$ cat src/rtl/loop_count_stage.sv
// loop_count_stage: registered down-counter stage paired with an external 8-bit Decrement block.
// Optional macro LOOP_COUNT_RELOAD_EN: the terminal Step reloads the start count and stays in RUN.
module loop_count_stage #(
    parameter int WIDTH = 8
) (
    input  logic             clk,
    input  logic             reset,
    input  logic             Load,
    input  logic [WIDTH-1:0] CountIn,
    input  logic             Step,
    input  logic             Abort,
    input  logic [WIDTH-1:0] DecIn,
    output logic [WIDTH-1:0] DecOut,
    output logic [WIDTH-1:0] Count,
    output logic             Busy,
    output logic             Zero,
    output logic             Done
);
    localparam logic [1:0] S_IDLE = 2'd0;
    localparam logic [1:0] S_RUN  = 2'd1;
    localparam logic [1:0] S_DONE = 2'd2;

    logic [1:0]       state_q, state_d;
    logic [WIDTH-1:0] count_q, count_d;
`ifdef LOOP_COUNT_RELOAD_EN
    logic [WIDTH-1:0] reload_q, reload_d;
    logic             pulse_q, pulse_d;
`endif

    // Next-state and next-count; RUN always holds Count>=1, so the decrement never wraps.
    always_comb begin
        state_d = state_q;
        count_d = count_q;
`ifdef LOOP_COUNT_RELOAD_EN
        reload_d = reload_q;
        pulse_d  = 1'b0;
`endif
        case (state_q)
            S_IDLE: if (Load) begin
                count_d = CountIn;
                state_d = (CountIn == '0) ? S_DONE : S_RUN;
`ifdef LOOP_COUNT_RELOAD_EN
                reload_d = (CountIn == '0) ? reload_q : CountIn;
`endif
            end
            S_RUN: if (Abort) begin
                count_d = '0;
                state_d = S_IDLE;
            end else if (Step) begin
`ifdef LOOP_COUNT_RELOAD_EN
                count_d = (count_q == WIDTH'(1)) ? reload_q : DecIn;
                pulse_d = (count_q == WIDTH'(1));
`else
                count_d = DecIn;
                state_d = (count_q == WIDTH'(1)) ? S_DONE : S_RUN;
`endif
            end
            default: state_d = S_IDLE;
        endcase
    end

    // State registers with synchronous reset taking priority over every input.
    always_ff @(posedge clk) begin
        if (reset) begin
            state_q <= S_IDLE;
            count_q <= '0;
`ifdef LOOP_COUNT_RELOAD_EN
            reload_q <= '0;
            pulse_q  <= 1'b0;
`endif
        end else begin
            state_q <= state_d;
            count_q <= count_d;
`ifdef LOOP_COUNT_RELOAD_EN
            reload_q <= reload_d;
            pulse_q  <= pulse_d;
`endif
        end
    end

    assign Count  = count_q;
    assign DecOut = count_q;
    assign Zero   = (count_q == '0);
    assign Busy   = (state_q == S_RUN);
`ifdef LOOP_COUNT_RELOAD_EN
    assign Done   = (state_q == S_DONE) | pulse_q;
`else
    assign Done   = (state_q == S_DONE);
`endif
endmodule
$ cat config.mk
export PLATFORM = sky130hd
export DESIGN_NAME = loop_count_stage
export DESIGN_NICKNAME = d
export VERILOG_FILES = /design/src/rtl/loop_count_stage.sv
export SDC_FILE = /design/constraint.sdc
export NUM_CORES = 1
export LEC_CHECK = 0
export CORE_UTILIZATION = 37
export DETAILED_ROUTE_END_ITERATION = 8
export HOLD_SLACK_MARGIN = 0.06
export PLACE_DENSITY = 0.78
export SLEW_MARGIN = 40
export SYNTH_ARGS = -nofsm -noshare
export SYNTH_HDL_FRONTEND = slang
export SYNTH_SLANG_ARGS = --single-unit
$ cat constraint.sdc
create_clock -name clk -period 1.8 [get_ports clk]
set_clock_uncertainty 0.15 [all_clocks]
set_input_delay 0.36 -clock clk [delete_from_list [all_inputs] [get_ports clk]]
set_output_delay 0.36 -clock clk [all_outputs]
set_load 0.03 [all_outputs]
-- Yosys cells after proc, flatten, opt, wreduce, memory -nomap -nowiden
Cells that the tools add are included.
- register bits: 10
- latch bits: 0
- bits in writable memories: 0
- bits in read-only memories: 0
- output and inout port bits: 19
- word-level logic and storage cells: 23
- memories: 0
- add/sub/neg operators: 0
- $mul: 0
- divide/modulo/power cells: 0
- $lt $le $gt $ge: 0
- equality and inequality tests: 5
- shift operators: 0
- mux-type cells: 10
- bitwise gates (word level): 0
- reduce and logical (&&, ||, !) cells: 6
- operator list (kind ; number):
    $mux W8 ; 3
    $logic_not A8 Y1 ; 2
    $pmux W8 S2 ; 1
    $mux W2 ; 5
    $eq A8 B1 Y1 const B ; 1
    $pmux W2 S2 ; 1
    $ne A3 B3 Y1 const B ; 1
    $reduce_and A3 Y1 ; 1
    $eq A2 B1 Y1 const B ; 1
    $eq A2 B2 Y1 const B ; 1
    $logic_not A2 Y1 ; 1
    $ne A2 B2 Y1 const B ; 1
    $reduce_and A2 Y1 ; 1
    $reduce_bool A2 Y1 ; 1

-- Depth between registers and ports, before layout
Gate-level depths: netlist of the first run.
- depth in word-level cells: 5
- gate-level depth with buffers: 5
- depth with buffers taken out: 3

-- Worst setup path after synthesis of the first run
Ideal clock, no wire load.
- path type: flip-flop to output port
- start: register count_q[4] (netlist: Count[4])
- end: output Zero
- arrival: 1.331 ns
- data required time: 1.290 ns
- setup slack: -0.041 ns
- stages on the path, launching flop included: 4
- cell sequence: dfxtp_1 -> nor4_1 -> nand2_1 -> nor2_1
- longest elaborated chain between the ends: 1
- ends and longest elaborated chain (element ; RTL line ; source):
    start: declaration ; 24 ; logic [WIDTH-1:0] count_q, count_d;
    start signal: assignment ; 73 ; count_q <= count_d;
    $logic_not A8 Y1 ; 83 ; assign Zero = (count_q == '0);
    end: declaration ; 16 ; output logic Zero,
Every way passes these cells.

-- Worst setup path after layout of the first run
- start: register count_q[7] (netlist: Count[7])
- end: output Zero
Same word-level chain as after synthesis.

==> metrics list, run 1 <==
- The startpoint identified for the worst hold timing path is Count[6].
- Port Buf Inserts: 39
- Data arrives at the worst endpoint at 1.36 ns.
* Skew-Pair Late Insertion Delay: 0.27 ns
* HPWL reported at the end of detailed placement: 1.49 mm
- Max-cap violations in this run came to 0.
- In this run the tightest slew margin relative to its limit is 0.712.
- Synthesis produced a netlist with a net count of 101.
* Maximum fanout count along the critical path: 4
- Total core area: 0.00176 mm²
- Root buf cell: clkbuf_4
- The worst hold path passes through 2 cells.
- Across all register-to-register paths, the minimum setup slack is 0.26 ns.
* Number of design rule violations left after detail routing: 0
- Top post-synthesis cells by area: dfxtp_1, a211oi_2, a21oi_1, nor4bb_1, buf_4
- Antenna diode count: 0
- Syn Inst Count: 80
- In this run, placement finished with an instance count of 137.
* Via-to-Cell Ratio: 5.55
* Antenna violations before repair: 0
- Count of buffering cells on the critical path with inverters included: 2
- Number of H-tree levels: 1
* Number of buffers created by CTS: 3
* Fraction of final layout cells with drive strength greater than 1: 0.250
- For this block, the routed nets add up to 2.10 mm of wire.
- Floorplan die height: 45.8 µm
* Peak supply drop: 0.000425 V
- After layout, the design draws a total of 0.000767 W.
- Cell type with the largest total area after synthesis: dfxtp_1
- Endpoint, Worst Hold: Count[6]
- Worst reg2reg path endpoint: Count[3]
- Share of synthesized area occupied by flip-flops and latches: 0.282
* Crit path max-delay family: simple AND/OR/NAND/NOR gates
- Setup slack on the critical path of the routed design comes to -0.0685 ns.
- The finished cells cover 0.00112 mm².
- Seq cells post-synth: 10
* Clock edge transition at the registers on the reported setup and hold paths: 0.07 ns
* Final number of max-transition violations: 0
* Failing checks: negative setup slack
* Routed wire per std cell: 14.9 µm
- Once detail routing completed, the nets flagged for antenna violations numbered 0.
- Maximum number of pins on one net before global-route repair: 13
- At the end of routability-driven placement, the weighted congestion stood at 0.738.
- WS Path Type: reg -> out
- RSZ-0062 raised after global routing: yes
- Ranked by instance count, the synthesized netlist is headed by a21oi_1, dfxtp_1, a211oi_2, buf_4, nor4bb_1.
- Worst Setup Slack post-DPL: -0.0868 ns
- The floorplan step set the die width to 45.8 µm.
- Leakage power: 0.496 nW
* Area of combinational cells with multiple inputs: 409 µm²
- Final hold vios: 0
- Number of endpoints failing setup at the final stage: 1
* Ys Warns: 0
- In this run, synthesis inferred 0 flip-flops with an integrated enable.
- Static timing analysis puts the maximum clock frequency at 0.535 GHz.
- On the final layout, the worst hold slack is 0.454 ns.
* Dominant synthesized flop cell: dfxtp_1
- Final critical-path required period: 1.87 ns
- In the post-synthesis netlist, the cell with the most instances is a21oi_1.
* Proportion of synthesized flip-flops having asynchronous set or reset: 0
- Startpoint kind of the worst setup timing path: flip-flop
* Number of global-route vias before repair: 725
- After detailed placement, the total cell area comes to 0.00109 mm².
* Slowest library cell on the worst path: dfxtp_2
* Largest incremental delay on the critical path: 0.34 ns
- Across all layers, the routed design uses 783 vias.
- TritonCTS clock tree: built
- Reg-to-reg critical path startpoint: state_q[1]
- Cell chain of the critical path: nor4_2 > buf_4 > nand2_1 > nor2_2 > buf_6
- Count of different cell masters after synthesis: 23
- Kind of end point of the critical path: output pin
* Deepest clock path buffer count: 2
- Mean instance size in the synthesized netlist: 8.87 µm²
- The total overflow left after global routing is 0.
- Total of fill cells in the finished design: 167
- Flip-flop and latch area: 201 µm²
- For the worst setup path, the data required time is 1.29 ns.
* Area enclosed by the die boundary: 0.00210 mm²
* Area fraction of the dominant cell type after synthesis: 0.282
- The first routing iteration left 17 violations.
- Of the available clock period, the critical path in the final layout requires 1.04.
* Post-Layout Cell Count: 141
- 40 I/O pins were placed.
* Synth Cell Area: 709 µm²
* Actual slew at the worst max-slew pin: 0.432 ns
- Num rows: 15
* First-pass GRT wire length: 3.18 mm
- Result of the run: complete, but fails checks
- Type of the worst min-delay path: reg -> reg
- The worst register-to-register path has a depth of 3.
- CTS saw 10 sinks.
- Layout area overhead: 58.0%
- Pre-Repair DR Iteration Count: 4
- Power density over the cells: 684 mW/mm²
- After the last flow step, the layout net total stands at 139.
- Across every metal layer, demand over resource in global routing totals 0.212.
* Initial Util: 0.402
[cells in the final DEF, fill, tap and decap left out]
cell	count
a211oi_1	1
inv_1	1
a211oi_2	8
or3b_1	1
or2b_1	1
and2_4	1
nand4b_1	1
nor4_1	2
nor4bb_1	8
nor4_2	1
o21ba_2	1
nand3_1	1
nand3b_1	1
buf_4	12
dlygate4sd2_1	13
nor3_1	2
a22o_1	1
clkdlybuf4s50_1	20
nor2_2	1
buf_6	1
nor4b_1	2
nand2_1	3
nor2b_1	1
dfxtp_1	9
dlymetal6s2s_1	3
clkbuf_4	3
dfxtp_2	1
a21oi_1	16
[through the flow]
stage | TNS (ns) | util
2_1_floorplan | 0 | -
3_3_place_gp | -0.293 | 0.617
3_5_place_dp | -0.626 | 0.617
4_1_cts | -0.0998 | 0.628
5_1_grt | -0.120 | 0.635
6_report | -0.0685 | 0.635
[state kept, by name, indices dropped and copies added (netlist names)]
| signal | cells |
|---|---|
| Count | 8 |
| state_q | 2 |
[layer usage]
metal / track usage / wire length [µm] / part of all wire / vias up
met5: 0 / 0 / 0 / -
met4: 0.0588 / 0 / 0 / 0
met3: 0.0675 / 251 / 0.12 / 0
met2: 0.351 / 1030 / 0.49 / 51
met1: 0.263 / 817 / 0.39 / 364
li1: - / - / - / 368
[how the worst max path moves through the flow]
| stage | end | start | cells after the start |
|---|---|---|---|
| 2_1_floorplan | Zero | Count[4] | 3 |
| 3_3_place_gp | Count[0] | Abort | 5 |
| 3_5_place_dp | Count[4] | Abort | 5 |
| 4_1_cts | Zero | Count[7] | 5 |
| 5_1_grt | Zero | Count[7] | 5 |
| 6_report | Zero | Count[7] | 5 |
[cells by family (layout without fill, tap and decap cells)]
| logic type | count (synthesis) | after routing | synth area share |
|---|---|---|---|
| AOI/OAI and AO/OA | 27 | 27 | 0.291 |
| buffers and inverters | 17 | 53 | 0.153 |
| DFF | 10 | 10 | 0.282 |
| and+or+nand+nor | 26 | 26 | 0.273 |
[cell type report]
| cell class | count | area share |
|---|---|---|
| timing repair buffer | 49 | 0.404 |
| multi-input combinational | 53 | 0.365 |
| sequential | 10 | 0.180 |
| tap | 25 | 0.0279 |
| clock buffer | 3 | 0.0201 |
| inverter | 1 | 0.00335 |
[timing repair]
item                       in CTS  in global routing
resized for setup              15                  4
hold buffers                    0                  0
pin swaps                       1                  0
setup endpoints to repair      15                  4
buffers inserted                1                  0
[power by group]
part	switching, W	internal (W)	leakage, nW
clock	0.0000762	0.0000772	0.0138
combinational	0.000186	0.000160	0.399
sequential	0.0000253	0.000243	0.0832
total	0.000287	0.000480	0.496
[worst min-delay path, stage by stage, from the launching register on]
cell and delay [ns]:
dfxtp_1 0.34, a21oi_1 0.16, a211oi_2 0.06
Power figures use the tool's default switching activity.
==> run 2, diff against run 1 <==
Settings changed: GPL_TIMING_DRIVEN set to 0, SLEW_MARGIN 40 to 20.
==> metrics list, run 2 (synthesized netlist as in run 1, its figures left out) <==
* Result of the run: complete, but fails checks
- Failing checks: negative setup slack
* Via-to-Cell Ratio: 5.50
- Skew-Pair Late Insertion Delay: 0.28 ns
* Pre-Repair DR Iteration Count: 4
- The count of cells in the finished layout, fillers not included, comes to 146.
- Initial Util: 0.402
- The number of global-route vias before repair was 702.
- Num rows: 15
- Number of flip-flops in the largest register: 8
* Cells on worst reg2reg path: 5
- Final worst-path cycle share: 1.03
- Number of top-level pins: 40
* Worst reg2reg path endpoint: Count[6]
- Setup slack of the worst register-to-register path: 0.23 ns
- The final route contains 803 vias.
* Port Buf Inserts: 39
* Deepest clock path buffer count: 2
* Worst slew margin relative to its limit: 0.566
- Maximum fanout count along the critical path: 4
- The die covers 0.00210 mm².
- In the global route stage, overall resource usage came out at 0.220.
- In this run the horizontal extent of the chip is 45.8 µm.
- Leaving out fill and tap cells, the most frequent cells in the layout are clkdlybuf4s50_1, a21oi_1, dlygate4sd2_1.
* Worst setup path endpoint: Zero
- Total of fill cells in the finished design: 171
- In this run the vertical extent of the chip is 45.8 µm.
- Total length of routed wires: 2.26 mm
- Number of nets at the end of the flow: 143
- Power density over the cells: 726 mW/mm²
- GP Congestion: 0.758
- VDD sags by at most 0.000468 V.
* Final critical-path required period: 1.85 ns
* Antenna violations before repair: 0
- Total core area: 0.00176 mm²
* Type of the worst min-delay path: reg -> reg
- Reg-to-reg critical path startpoint: state_q[0]
* Max capacitance violation total: 0
- Kind of end point of the critical path: output pin
- TritonCTS clock tree: built
* Antenna diode count: 0
- Number of endpoints failing setup at the final stage: 1
- HPWL reported at the end of detailed placement: 1.55 mm
- The clock net in this run drives a total of 10 sinks.
* Worst hold slack: 0.448 ns
- The first global-routing pass estimated 3.21 mm of wire.
- Final number of max-transition violations: 0
* Number of buffers inserted by post-CTS setup repair: 0
- The most critical setup path has its startpoint at Count[7].
* Clock edge transition at the registers on the reported setup and hold paths: 0.07 ns
- After detailed routing, the average wire length per cell comes to 15.5 µm.
* Count of hold buffers inserted by post-cts repair: 0
- STA puts the critical path data arrival time at 1.34 ns.
* Startpoint kind of the worst setup timing path: flip-flop
* Area of combinational cells with multiple inputs: 422 µm²
- Layout area overhead: 63.7%
- Required arrival time at the worst endpoint: 1.29 ns
- Number of buffers created by CTS: 3
- Once detail routing completed, the nets flagged for antenna violations numbered 0.
- Leakage power: 0.491 nW
- WS Path Type: reg -> out
* Least setup slack across all paths after layout: -0.0493 ns
- RSZ-0062 raised after global routing: yes
- For the pin with the worst max-slew slack, the measured transition is 0.651 ns.
- Summed over all failing endpoints, the final setup total negative slack is -0.0493 ns.
- Root buf cell: clkbuf_4
* Worst Setup Slack post-DPL: -0.444 ns
- Overall power consumption: 0.000843 W
- Leading cell type in the layout, fill and taps excluded: clkdlybuf4s50_1
- Static timing analysis puts the maximum clock frequency at 0.541 GHz.
* Number of design rule violations left after detail routing: 0
- Total grt overflow: 0
- In this run the number of H-tree levels came out at 1.
* Fraction of final layout cells with drive strength greater than 1: 0.289
- Maximum number of pins on one net before global-route repair: 11
* Count of routing violations after the opening detailed-route iteration: 27
- The hold violation total from the final report is 0.
- Once placement completed, the tool counted placed cells totaling 144.
- Flip-flop and latch area: 204 µm²
run 2: cell count changes in the layout (fill, tap and decap cells not counted), sizes merged:
cell / before / now
clkbuf: 3 / 8
dlygate4sd2: 13 / 16
dlymetal6s2s: 3 / 0
run 2: stage by stage:
step,utilization,area [µm²]
3_3_place_gp,0.643,1130
3_5_place_dp,0.643,1130
4_1_cts,0.663,1170
5_1_grt,0.658,1160
6_report,0.658,1160
2_1_floorplan,-,712
run 2: power breakdown:
group	total, W	internal (W)	switching, W
combinational	0.000353	0.000165	0.000188
sequential	0.000275	0.000244	0.0000312
clock	0.000214	0.000123	0.0000914
total	0.000843	0.000532	0.000311
run 2: worst min-delay path by stage:
| stage | depth (start not counted) | slack [ns] | from | endpoint |
|---|---|---|---|---|
| after floorplan | 2 | 0.39 | Step | state_q[0] |
| after global placement | 2 | 0.43 | Count[5] | Count[5] |
| after detailed placement | 2 | 0.44 | Count[5] | Count[5] |
| after CTS | 2 | 0.45 | Count[5] | Count[5] |
| after global routing | 2 | 0.48 | Count[1] | Count[1] |
| final | 2 | 0.45 | Count[5] | Count[5] |
run 2: final cells by class:
class | instances | share of cell area
plain buffers | 14 | 0.0884
clock buffers | 4 | 0.0313
inverters | 1 | 0.00323
multi-input cells | 53 | 0.363
flip-flops and latches | 10 | 0.176
well taps | 25 | 0.0269
repair buffers | 39 | 0.311
run 2: timing repair:
action,in CTS,in global routing
pin swaps,1,0
hold endpoints to repair,0,0
resized for setup,39,3
setup endpoints to repair,19,11
run 2: critical path, stage by stage (launching register included):
cell and delay (ns):
dfxtp_2 0.35, nor4_4 0.31, nand2_1 0.12, nor2_2 0.15
buf_6 0.15
run 2: layer usage:
metal,routed length (µm),up-vias,track usage
met3,138,4,0.0238
li1,-,377,-
met5,0,-,0
met1,1000,384,0.284
met2,1100,38,0.363
met4,24,0,0.106
